File: config.mk
export PLATFORM = sky130hd
export DESIGN_NAME = demux
export DESIGN_NICKNAME = d
export VERILOG_FILES = /design/src/rtl/demux_pkg.sv /design/src/rtl/demux_sel_decode.sv /design/src/rtl/demux.sv
export SDC_FILE = /design/constraint.sdc
export NUM_CORES = 1
export LEC_CHECK = 0
export CAP_MARGIN = 20
export CORE_AREA = 4 4 41 43
export DETAILED_ROUTE_END_ITERATION = 6
export DIE_AREA = 0 0 45 47
export PLACE_DENSITY = 0.49
export SKIP_CTS_REPAIR_TIMING = 1
export SLEW_MARGIN = 10
export SYNTH_ARGS = -nofsm -noshare
export SYNTH_HDL_FRONTEND = slang
export SYNTH_SLANG_ARGS = --single-unit
File: constraint.sdc
create_clock -name clk -period 1.8 [get_ports clk]
set_input_delay 0.45 -clock clk [delete_from_list [all_inputs] [get_ports clk]]
set_output_delay 0.45 -clock clk [all_outputs]
set_load 0.01 [all_outputs]
File: src/rtl/demux_pkg.sv
// Shared types and constants for the registered 4:1 demux/selector.
package demux_pkg;

   typedef logic [1:0] sel_t;

   localparam sel_t SEL_IN0   = 2'd0;
   localparam sel_t SEL_IN1   = 2'd1;
   localparam sel_t SEL_IN2   = 2'd2;
   localparam sel_t SEL_IN3   = 2'd3;
   localparam int   SEL_DEC_W = 4;

endpackage

File: src/rtl/demux_sel_decode.sv
// Combinational 2-to-4 one-hot decoder for the select index.
// Only compiled in when DEMUX_SEL_DECODE_EN is defined.
`ifdef DEMUX_SEL_DECODE_EN
module demux_sel_decode
   import demux_pkg::*;
(
   input  sel_t                 sel,
   output logic [SEL_DEC_W-1:0] dec
);

   always_comb begin
      dec      = '0;
      dec[sel] = 1'b1;
   end

endmodule
`endif

File: src/rtl/demux.sv
// Registered 4-input selector: captures in[sel] and sel on en, flags out_valid.
// DEMUX_SEL_DECODE_EN adds a registered one-hot sel_dec output.
module demux
   import demux_pkg::*;
#(
   parameter int WIDTH = 1
) (
   input  logic                 clk,
   input  logic                 reset,
   input  logic                 en,
   input  logic [WIDTH-1:0]     in0,
   input  logic [WIDTH-1:0]     in1,
   input  logic [WIDTH-1:0]     in2,
   input  logic [WIDTH-1:0]     in3,
   input  logic                 d0,
   input  logic                 d1,
   output logic [WIDTH-1:0]     out,
   output logic                 out_valid,
   output sel_t                 sel_q
`ifdef DEMUX_SEL_DECODE_EN
   ,
   output logic [SEL_DEC_W-1:0] sel_dec
`endif
);

   sel_t             sel;
   sel_t             sel_d;
   logic [WIDTH-1:0] out_mux;
   logic [WIDTH-1:0] out_d;
   logic [WIDTH-1:0] out_q;
   logic             out_valid_d;
   logic             out_valid_q;

   always_comb begin
      sel     = {d1, d0};
      out_mux = '0;
      unique case (sel)
         SEL_IN0: out_mux = in0;
         SEL_IN1: out_mux = in1;
         SEL_IN2: out_mux = in2;
         SEL_IN3: out_mux = in3;
         default: out_mux = '0;
      endcase
   end

   always_comb begin
      out_d       = out_q;
      sel_d       = sel_q;
      out_valid_d = en;
      if (en) begin
         out_d = out_mux;
         sel_d = sel;
      end
   end

   always_ff @(posedge clk) begin
      if (reset) begin
         out_q       <= '0;
         sel_q       <= SEL_IN0;
         out_valid_q <= 1'b0;
      end else begin
         out_q       <= out_d;
         sel_q       <= sel_d;
         out_valid_q <= out_valid_d;
      end
   end

   assign out       = out_q;
   assign out_valid = out_valid_q;

`ifdef DEMUX_SEL_DECODE_EN
   logic [SEL_DEC_W-1:0] dec_w;
   logic [SEL_DEC_W-1:0] sel_dec_d;
   logic [SEL_DEC_W-1:0] sel_dec_q;

   demux_sel_decode u_sel_decode (
      .sel (sel),
      .dec (dec_w)
   );

   always_comb begin
      sel_dec_d = sel_dec_q;
      if (en) sel_dec_d = dec_w;
   end

   always_ff @(posedge clk) begin
      if (reset) sel_dec_q <= '0;
      else       sel_dec_q <= sel_dec_d;
   end

   assign sel_dec = sel_dec_q;
`endif

   // An unknown select on a capture edge is a don't-care in hardware but a bug upstream.
   a_sel_known : assert property (@(posedge clk) disable iff (reset)
                                  en |-> !$isunknown({d1, d0}));

endmodule

-- Word-level counts from Yosys, hierarchy flattened
Index checks and enable logic that the tools add are counted.
- logic and storage cells: 8
- bits of input ports: 9
- flip-flop bits (word level): 4
- mux-type cells: 1
- eq/ne operators: 3
- reductions and logical operators: 1
- operators with widths (cell ; number):
    2-bit equality test (second input constant) ; 2
    1-bit one-hot mux with 4 select lines ; 1
    2-bit by 1-bit equality test with 1-bit output (second input constant) ; 1
    2-bit zero test ; 1

-- Logic depth before layout (Yosys ltp)
Gate-level depths: netlist of run 1.
- word-level depth: 2
- gate-level depth with buffers: 2

-- Least setup slack after synthesis of run 1
OpenSTA, ideal clock, no wires.
- path kind: input to register
- start: input d1
- end: register out_q (netlist: out)
- arrival time: 0.966 ns
- setup time: 0.079 ns
- cell stages on the path: 2
- setup slack: 0.755 ns
- required time: 1.721 ns
- cells stage by stage: or3b_1 -> o221ai_2
- longest elaborated chain between the ends: 2
- RTL lines (what ; RTL line ; RTL):
    start: declaration ; demux.sv:16 ; input logic d1,
    2-bit equality test, or another cell as far along ; demux.sv:37 ; unique case (sel)
    1-bit one-hot mux with 4 select lines * ; demux.sv:37 ;
    end signal: assignment ; demux.sv:62 ; out_q <= out_d;
    end: declaration ; demux.sv:30 ; logic [WIDTH-1:0] out_q;
Mark *: on every way between the ends. The rest lies on a longest branch, timed or not.
A chain may end at the register's enable or synchronous reset.

-- Worst setup path after layout of run 1
- start: register sel_q[1]
- end: output sel_q[1]
- RTL lines (what ; RTL line ; RTL):
    start: declaration ; demux.sv:19 ; output sel_t sel_q
    start signal: assignment ; demux.sv:63 ; sel_q <= sel_d;
No word-level cell between the ends.

==> metrics.cfg, run 1 <==
[setup_path]
path_max_fanout = 2
critPathKind = flip-flop to primary output
cp.required_ps = 1350
cp-start-kind = flip-flop
worstPathBufferInverterCount = 1
crit_path_end_kind = primary output
critPathTopFamily = buffers and inverters
crit_chain = clkdlybuf4s50_1
slowest_delay_ps = 540
cp.arrival_ps = 1100
worst_path_max_delay_cell = clkdlybuf4s50_1

[routing]
drt-wirelength-per-cell_um = 11.0
viasPerCell = 3.83
via_count = 176
drcViolationCount = 0
detail-route-antenna-nets = 0
drtPass1Iterations = 2
dr.first_iter.drc_count = 2
wirelength_um = 507

[cts]
tritoncts = built
path_clk_slew_ps = 40
cts.htree.levels = 1
clock_sinks = 4
clk_latency_ps = 230
root_buffer = clkbuf_4
cts_buffers = 3
cts_buffer_depth = 2

[timing]
relSlewSlack = 0.854
setup_viol = 0
final_hold_viol_count = 0
tightest_slew_ps = 213
min_period_ps = 1550
fmax_mhz = 644
rsz0062_at_grt = no
finClkSkew_ps = 0
post-route-period-util = 0.862
slew_violations = 0
whs_ps = 504
fin_tns_setup_ps = 0

[placement]
place_inst = 43
place_congestion = 0.636
post-dp-hpwl_um = 416
portBuffers = 12
placed_cell_area_sq_um = 320

[worst_hold_path]
min_path_type = flip-flop to flip-flop

[finish]
final_cell_mix = clkdlybuf4s50_1 (12), mux2i_1 (4), dfxtp_1 (4)
antennaDiodeCount = 0
layout_commonest_cell = clkdlybuf4s50_1
final_core_util = 0.263
fin_cells = 46
area_growth_pct = 97.1
drive_gt1_frac = 0.194
fin_nets = 42
final_area_sq_um = 343

[synth]
synth_fp_nets = 24
ys_types = 8
synthCells = 15
ys_seq_elements = 4
syn-cell-area_sq_um = 174
ys_warn_count = 0
syn-mean-instance-area_sq_um = 11.6
seq_area_frac_synth = 0.460

[grt]
antenna_found_initial = 0
grt_overflow = 0
grt_pass1_vias = 202
grt_max_degree = 7
grt_pass1_wl_um = 793
track_usage = 0.0569

[floorplan]
start_util = 0.134
die_area_sq_um = 2120
coreArea_sq_um = 1300
die_h_um = 47
rows = 13
num_io_pins = 13
die_w_um = 45

[flow_run]
cap_violations = 0

[outcome]
status = complete, no violations

[power]
leakagePower_nw = 0.136
power_density_nw_per_um2 = 757
ir_drop_mv = 0.254

[cell type report]
| cell class | count | area, sq um |
|---|---|---|
| tap | 15 | 18.8 |
| clock buffer | 3 | 22.5 |
| fill | 148 | 958 |
| multi-input combinational | 11 | 93.8 |
| sequential | 4 | 80.1 |
| timing repair buffer | 13 | 128 |
[path summary, 6_finish.rpt]
check | startpoint | endpoint | slack [ps] | depth (start not counted)
setup / recovery | sel_q[1] | sel_q[1] | 250 | 1
hold / removal | sel_q[0] | sel_q[0] | 500 | 2
setup reg to reg | out | out | 890 | 2
hold reg to reg | sel_q[0] | sel_q[0] | 500 | 2
[routing by layer]
metal  GRT usage  vias to the layer above  wire, um  share of wire
met5           0                        -         0              0
met4      0.0702                        0         0              0
met3      0.0230                        0        69           0.14
met2      0.0706                       13       200           0.39
met1      0.0659                       76       237           0.47
li1            -                       87         -              -
[Yosys cell counts]
library cell | instances | area share
o221ai_2 | 1 | 0.086
or3b_2 | 1 | 0.050
mux2i_1 | 4 | 0.23
nor2_1 | 2 | 0.043
nor2b_1 | 1 | 0.036
or3b_1 | 1 | 0.050
dfxtp_1 | 4 | 0.46
nand3b_1 | 1 | 0.043
[sequential cells by signal (all words and copies together), names as in the netlist]
signal     cells
out            1
out_valid      1
sel_q          2
[metrics by stage]
stage                     setup WS [ps]  power [mW]
after floorplan                     755       0.114
after global placement              185       0.149
after detailed placement            162       0.150
after CTS                           225       0.269
after global routing                214       0.275
final                               248       0.260
[worst min-delay path: cells and delay by family (launching register included)]
kind | cells | cell delay, ps
multiplexers | 1 | 70
AND/OR/NAND/NOR | 1 | 80
flip-flops | 1 | 320
[report_power, final]
part | switching [mW] | internal, mW | total (mW)
Combinational | 0.0172 | 0.0340 | 0.0512
Sequential | 0.00247 | 0.0948 | 0.0972
Clock | 0.0366 | 0.0746 | 0.111
Total | 0.0563 | 0.203 | 0.260
[kinds of logic (layout without fill, tap and decap cells)]
kind of cell,Yosys count,count (layout),share of synthesized area
compound gates,1,1,0.0863
buf+inv,0,16,0
flops,4,4,0.460
simple gates,6,6,0.223
mux,4,4,0.230
No activity file was read; power rests on OpenSTA's default activity.
==> inputs of run 2 (changes only) <==
Settings changed: CAP_MARGIN 20 to 40.
==> results of run 2 <==
Final layout, timing and power as in run 1 (identical DEF).
